===== config.mk =====
export PLATFORM = sky130hd
export DESIGN_NAME = sop_eval_seq
export DESIGN_NICKNAME = d
export VERILOG_FILES = /design/src/rtl/sop_eval_seq.sv
export SDC_FILE = /design/constraint.sdc
export NUM_CORES = 1
export LEC_CHECK = 0
export ABC_AREA = 1
export CORE_MARGIN = 5
export CORE_UTILIZATION = 45
export CTS_BUF_LIST = sky130_fd_sc_hd__clkbuf_16
export DETAILED_ROUTE_END_ITERATION = 8
export PLACE_DENSITY = 0.75
export SYNTH_ARGS = -nofsm -noshare
export SYNTH_HDL_FRONTEND = slang
export SYNTH_SLANG_ARGS = --single-unit
export TNS_END_PERCENT = 100

===== constraint.sdc =====
create_clock -name clk -period 2.99 [get_ports clk]
set_input_delay 0.598 -clock clk [delete_from_list [all_inputs] [get_ports clk]]
set_output_delay 0.598 -clock clk [all_outputs]
set_load 0.05 [all_outputs]

===== src/rtl/sop_eval_seq.sv =====
// Serial sum-of-products evaluator: one masked product term per clock, OR-accumulated,
// with a start/busy/done handshake and per-term hit flags.
module sop_eval_seq #(
    parameter int unsigned IN_W       = 4,
    parameter int unsigned TERMS      = 2,
    parameter bit          EARLY_EXIT = 1'b0
) (
    input  logic                  clk,
    input  logic                  rst,
    input  logic                  start,
    input  logic [IN_W-1:0]       in_vec,
    input  logic [TERMS*IN_W-1:0] mask_flat,
    output logic                  busy,
    output logic                  done,
    output logic                  y,
    output logic [TERMS-1:0]      term_hits
);

    localparam int unsigned   IdxW    = (TERMS > 1) ? $clog2(TERMS) : 1;
    localparam logic [IdxW-1:0] LastIdx = IdxW'(TERMS - 1);

    typedef enum logic [1:0] {StIdle, StEval, StDone} state_e;

    state_e                  state_q, state_d;
    logic [IdxW-1:0]         idx_q, idx_d;
    logic [IN_W-1:0]         in_q, in_d;
    logic [TERMS*IN_W-1:0]   mask_q, mask_d;
    logic                    acc_q, acc_d;
    logic [TERMS-1:0]        shadow_q, shadow_d;
    logic                    y_q, y_d;
    logic [TERMS-1:0]        hits_q, hits_d;

    logic [IN_W-1:0]         cur_mask;
    logic                    hit;
    logic [TERMS-1:0]        hit_vec;

    // Current-term mask mux and one-hot placement of its hit flag.
    always_comb begin
        cur_mask = '0;
        hit_vec  = '0;
        for (int unsigned t = 0; t < TERMS; t++) begin
            if (idx_q == IdxW'(t)) begin
                cur_mask = mask_q[t*IN_W +: IN_W];
            end
        end
        // An all-zero mask disables the term rather than making it trivially true.
        hit = (|cur_mask) && ((in_q & cur_mask) == cur_mask);
        for (int unsigned t = 0; t < TERMS; t++) begin
            if (idx_q == IdxW'(t)) begin
                hit_vec[t] = hit;
            end
        end
    end

    always_comb begin
        state_d  = state_q;
        idx_d    = idx_q;
        in_d     = in_q;
        mask_d   = mask_q;
        acc_d    = acc_q;
        shadow_d = shadow_q;
        y_d      = y_q;
        hits_d   = hits_q;
        unique case (state_q)
            StIdle, StDone: begin
                if (start) begin
                    state_d  = StEval;
                    in_d     = in_vec;
                    mask_d   = mask_flat;
                    idx_d    = '0;
                    acc_d    = 1'b0;
                    shadow_d = '0;
                end else begin
                    state_d = StIdle;
                end
            end
            StEval: begin
                acc_d    = acc_q | hit;
                shadow_d = shadow_q | hit_vec;
                if ((idx_q == LastIdx) || (EARLY_EXIT && hit)) begin
                    state_d = StDone;
                    y_d     = acc_d;
                    hits_d  = shadow_d;
                end else begin
                    idx_d = idx_q + 1'b1;
                end
            end
            default: state_d = StIdle;
        endcase
    end

    always_ff @(posedge clk or posedge rst) begin
        if (rst) begin
            state_q  <= StIdle;
            idx_q    <= '0;
            in_q     <= '0;
            mask_q   <= '0;
            acc_q    <= 1'b0;
            shadow_q <= '0;
            y_q      <= 1'b0;
            hits_q   <= '0;
        end else begin
            state_q  <= state_d;
            idx_q    <= idx_d;
            in_q     <= in_d;
            mask_q   <= mask_d;
            acc_q    <= acc_d;
            shadow_q <= shadow_d;
            y_q      <= y_d;
            hits_q   <= hits_d;
        end
    end

    assign busy      = (state_q == StEval);
    assign done      = (state_q == StDone);
    assign y         = y_q;
    assign term_hits = hits_q;

endmodule

==> Yosys cells after proc, flatten, opt, wreduce, memory -nomap -nowiden <==
Cells that the tools add are included.
{ "word_totals": {"register_bits": 21, "in_bits": 15, "out_inout_bits": 5, "word_cells": 37} }
{ "classes": {"add_sub_neg": 1, "n_eq_ne": 5, "mux": 12, "n_bitwise": 3, "n_reduce_logical": 8} }
{ "ops": {"columns": ["operator", "n"], "rows": [
  ["2-bit case mux with 2 select lines", 2],
  ["2-bit AND reduction", 3],
  ["1-bit 2-to-1 mux", 5],
  ["4-bit AND", 1],
  ["4-bit == test", 1],
  ["2-bit 2-to-1 mux", 2],
  ["4-bit 2-to-1 mux", 1],
  ["1-bit case mux with 2 select lines", 2],
  ["4-bit OR reduction", 1],
  ["2-bit by 1-bit == test with 1-bit output, second input constant", 1],
  ["2-bit == test, second input constant", 1],
  ["2-bit zero test", 1],
  ["2-bit by 1-bit != test with 1-bit output, second input constant", 1],
  ["2-bit != test, second input constant", 1],
  ["2-bit bitwise OR", 1],
  ["2-bit nonzero test", 1],
  ["2-bit OR reduction", 1],
  ["1-bit adder, second input constant", 1],
  ["1-bit logical AND", 1],
  ["1-bit bitwise OR", 1]
]} }

==> Depth between registers and ports, before layout <==
{ "logic_depth": {"depth_word": 7, "ltp_mapped": 10, "mapped_depth_nobuf": 9} }

==> Least setup slack after synthesis <==
OpenSTA, ideal clock, no wires.
{ "synth_path": {"path_type": "reg-to-output", "start": "register state_q[1]", "end": "output done", "arrival_time_ps": 1058, "required_time_ps": 2392, "path_slack_ps": 1334, "path_stages_with_launch": 3, "path_cell_list": "dfrtp_1 inv_1 nor2_1"} }
{ "synth_via": {"elab_chain_len": 1} }
{ "synth_lines": {"columns": ["element", "line", "rtl"], "rows": [
  ["start: declaration", "24", "state_e state_q, state_d;"],
  ["start signal: assignment", "94", "state_q <= StIdle;"],
  ["start signal: assignment", "103", "state_q <= state_d;"],
  ["2-bit == test", "115", "assign done = (state_q == StDone);"],
  ["end: declaration", "14", "output logic done,"]
]} }
Every way passes these cells.

==> Worst setup path after layout <==
{ "layout_path": {"start": "register state_q[1]", "end": "output busy"} }
{ "layout_via": {"elab_chain_len": 1} }
{ "layout_lines": {"columns": ["element", "line", "rtl"], "rows": [
  ["2-bit by 1-bit == test with 1-bit output", "114", "assign busy = (state_q == StEval);"],
  ["end: declaration", "13", "output logic busy,"]
]} }
Every way passes these cells.

==> flow_summary_export.csv <==
group,metric,value,unit
timing,whs,0.483,ns
layout,drive_above_1_share,10.9,%
cts,clock_sinks,21,
critical_path,critPathSlowestCell,"clkdlybuf4s50_1",
critical_path,startpoint,"state_q[1]",
critical_path,r2r_start,"state_q[0]",
critical_path,crit_path_max_fanout,4,
pwr,ir_worst_vdd,0.521,mV
grt,antenna_found_initial,0,
placement,gp_congestion,0.724,
cts,htreeDepth,1,
timing,finalCritPeriodShare,73.5,%
detailed_routing,drtPass1Iterations,3,
pwr,cellLeakagePower,0.637,nW
layout,postLayoutCellArea,0.00128,mm²
grt,grt_use_total,11.5,%
yosys,ys_ff_latch,21,
timing,worstMarginPinSlew,0.792,ns
timing,final.setup.tns,0,ns
timing,period_minus_slack,2.20,ns
critical_path,critPathKind,"reg2out",
pwr,p_comb_share,46.4,%
floorplan,die_h,57.1,µm
layout,final_common_cell,"nand2_1",
critical_path,cp_num_buf_inv,1,
grt,grt_pass1_vias,789,
pwr,p_clk_share,19.2,%
critical_path,crit_family,"buffers and inverters",
worst_hold_path,min_path_type,"reg2reg",
yosys,ys_types,16,
placement,port_buffers,19,
floorplan,ioPinCount,20,
critical_path,arrival,1.60,ns
cts,cts_tree,"yes",
critical_path,worstPathRequired,2.39,ns
layout,fillers,209,
timing,slew-limit-headroom,47.1,%
pwr,swShare,40.8,%
cts,cts_setup_buffers,0,
timing,slew_viol_final,0,
floorplan,core_area,0.00217,mm²
grt,overflow,0,
critical_path,cp-end-kind,"primary output",
timing,max_freq,0.455,GHz
outcome,status,"completed",
yosys,seq_area_frac_synth,52.7,%
detailed_routing,drcViolationCount,0,
floorplan,dieArea,0.00326,mm²
layout,area_delta_synth_final,28.4,%
yosys,netlist_area,997,µm²
detailed_routing,ant_nets,0,
placement,dp_slack,1.03,ns
pwr,seq_power_share,34.4,%
yosys,avgSynthCellArea,8.52,µm²
cts,cts_resized,0,
detailed_routing,post_drt_via_cell_ratio,4.63,
critical_path,path_cells,"nor2_4 -> clkdlybuf4s50_1",
critical_path,critPathMaxStageDelay,0.81,ns
detailed_routing,totalWireLength,1750,µm
cts,clockRootBuffer,"clkbuf_16",
yosys,synthCells,117,
cts,numCtsBuffers,3,
timing,rsz0062_at_grt,"no",
floorplan,row_count,17,
yosys,ys.warnings.count,0,
pwr,p_int,826,µW
detailed_routing,num_vias,764,
timing,finClkSkew,0.00140,ns
layout,nNetsFinal,153,
detailed_routing,drt-initial-drc-count,13,
pwr,p_switching,570,µW
cts,clock_latency,0.24,ns
layout,ff_latch_area,526,µm²
worst_hold_path,min_from,"y",
floorplan,die_x,57.1,µm
layout,antennaDiodeCount,0,
timing,fin_ws,0.793,ns
run,maxCapViolCount,0,
pwr,powerDensity,1090,mW/mm²
placement,place_area,0.00120,mm²
yosys,synth_nets,132,
timing,hold_viol,0,
critical_path,crit_path_start_kind,"register",
detailed_routing,wl_per_cell,10.6,µm
grt,grt_max_degree,26,
layout,multi_input_area,364,µm²
timing,setup_viol,0,
layout,layout_common_cells,"35 x nand2_1, 21 x inv_1, 21 x dfrtp_1",
cts,clockBufferDepth,2,
grt,grt_pass1_wl,3050,µm
floorplan,initial_core_util,46.0,%
placement,place_hpwl,1310,µm
cts,clkTransAtPathRegs,0.05,ns
cts,ctsHoldBuffers,0,
## per-layer routing
metal  GRT usage, %  wire, µm  vias up
li1               -         -      394
met1           13.4       767      353
met2           20.7       900       15
met3           2.04        71        2
met4           4.64        15        0
met5              0         0        -
## registers in the layout, indices dropped and copies added (netlist names)
name,cells
acc_q,1
idx_q,1
in_q,4
mask_q,8
shadow_q,2
state_q,2
term_hits,2
y,1
## tightest hold or removal path, cell delays in order, from the launching register on
cell	delay [ns]
dfrtp_1	0.34
nand2_1	0.05
nand2_1	0.05
## per-stage QoR
step / power [mW] / instances / util [%]
final: 1.40 / 165 / 59.0
after global routing: 1.51 / 165 / 59.0
after CTS: 1.41 / 165 / 59.0
after detailed placement: 1.13 / 161 / 55.4
after global placement: 1.11 / 161 / 55.4
after floorplan: 1.00 / 117 / -
## cell usage after synthesis, drive strengths merged
master / n / area share (%)
and2: 2 / 1.8
nand3b: 1 / 0.75
dfrtp: 21 / 53
nand2: 40 / 17
a21oi: 3 / 1.5
nor2: 5 / 4.1
o21ai: 16 / 8.0
buf: 3 / 2.1
inv: 21 / 8.7
nand3: 5 / 3.0
## final timing paths
path	to	slack (ns)	cells after the start
setup reg to reg	mask_q[0]	1.59	4
max in group asynchronous	mask_q[4]	1.69	2
setup / recovery	busy	0.79	2
hold / removal	y	0.48	2
min in group asynchronous	mask_q[0]	0.80	2
hold reg to reg	y	0.48	2
## cell type report
class	instances	area share, %
multi-input cells	72	28.4
flip-flops and latches	21	41.1
well taps	28	2.74
repair buffers	19	14.9
clock buffers	3	5.87
inverters	21	6.74
clock inverters	1	0.293
## cells by family after synthesis
logic type,after synthesis,synth area share (%)
AOI/OAI and AO/OA,19,9.54
buffers and inverters,24,10.8
DFF,21,52.7
and+or+nand+nor,53,27.0
## power by group through the flow
stage          Clock (mW)  Combinational, mW  Sequential [mW]
2_1_floorplan           0              0.507            0.493
3_3_place_gp            0              0.632            0.478
3_5_place_dp            0              0.650            0.484
4_1_cts             0.273              0.658            0.481
5_1_grt             0.285              0.733            0.493
6_report            0.268              0.647            0.480
Note: power is estimated with default switching activity, not from simulation.
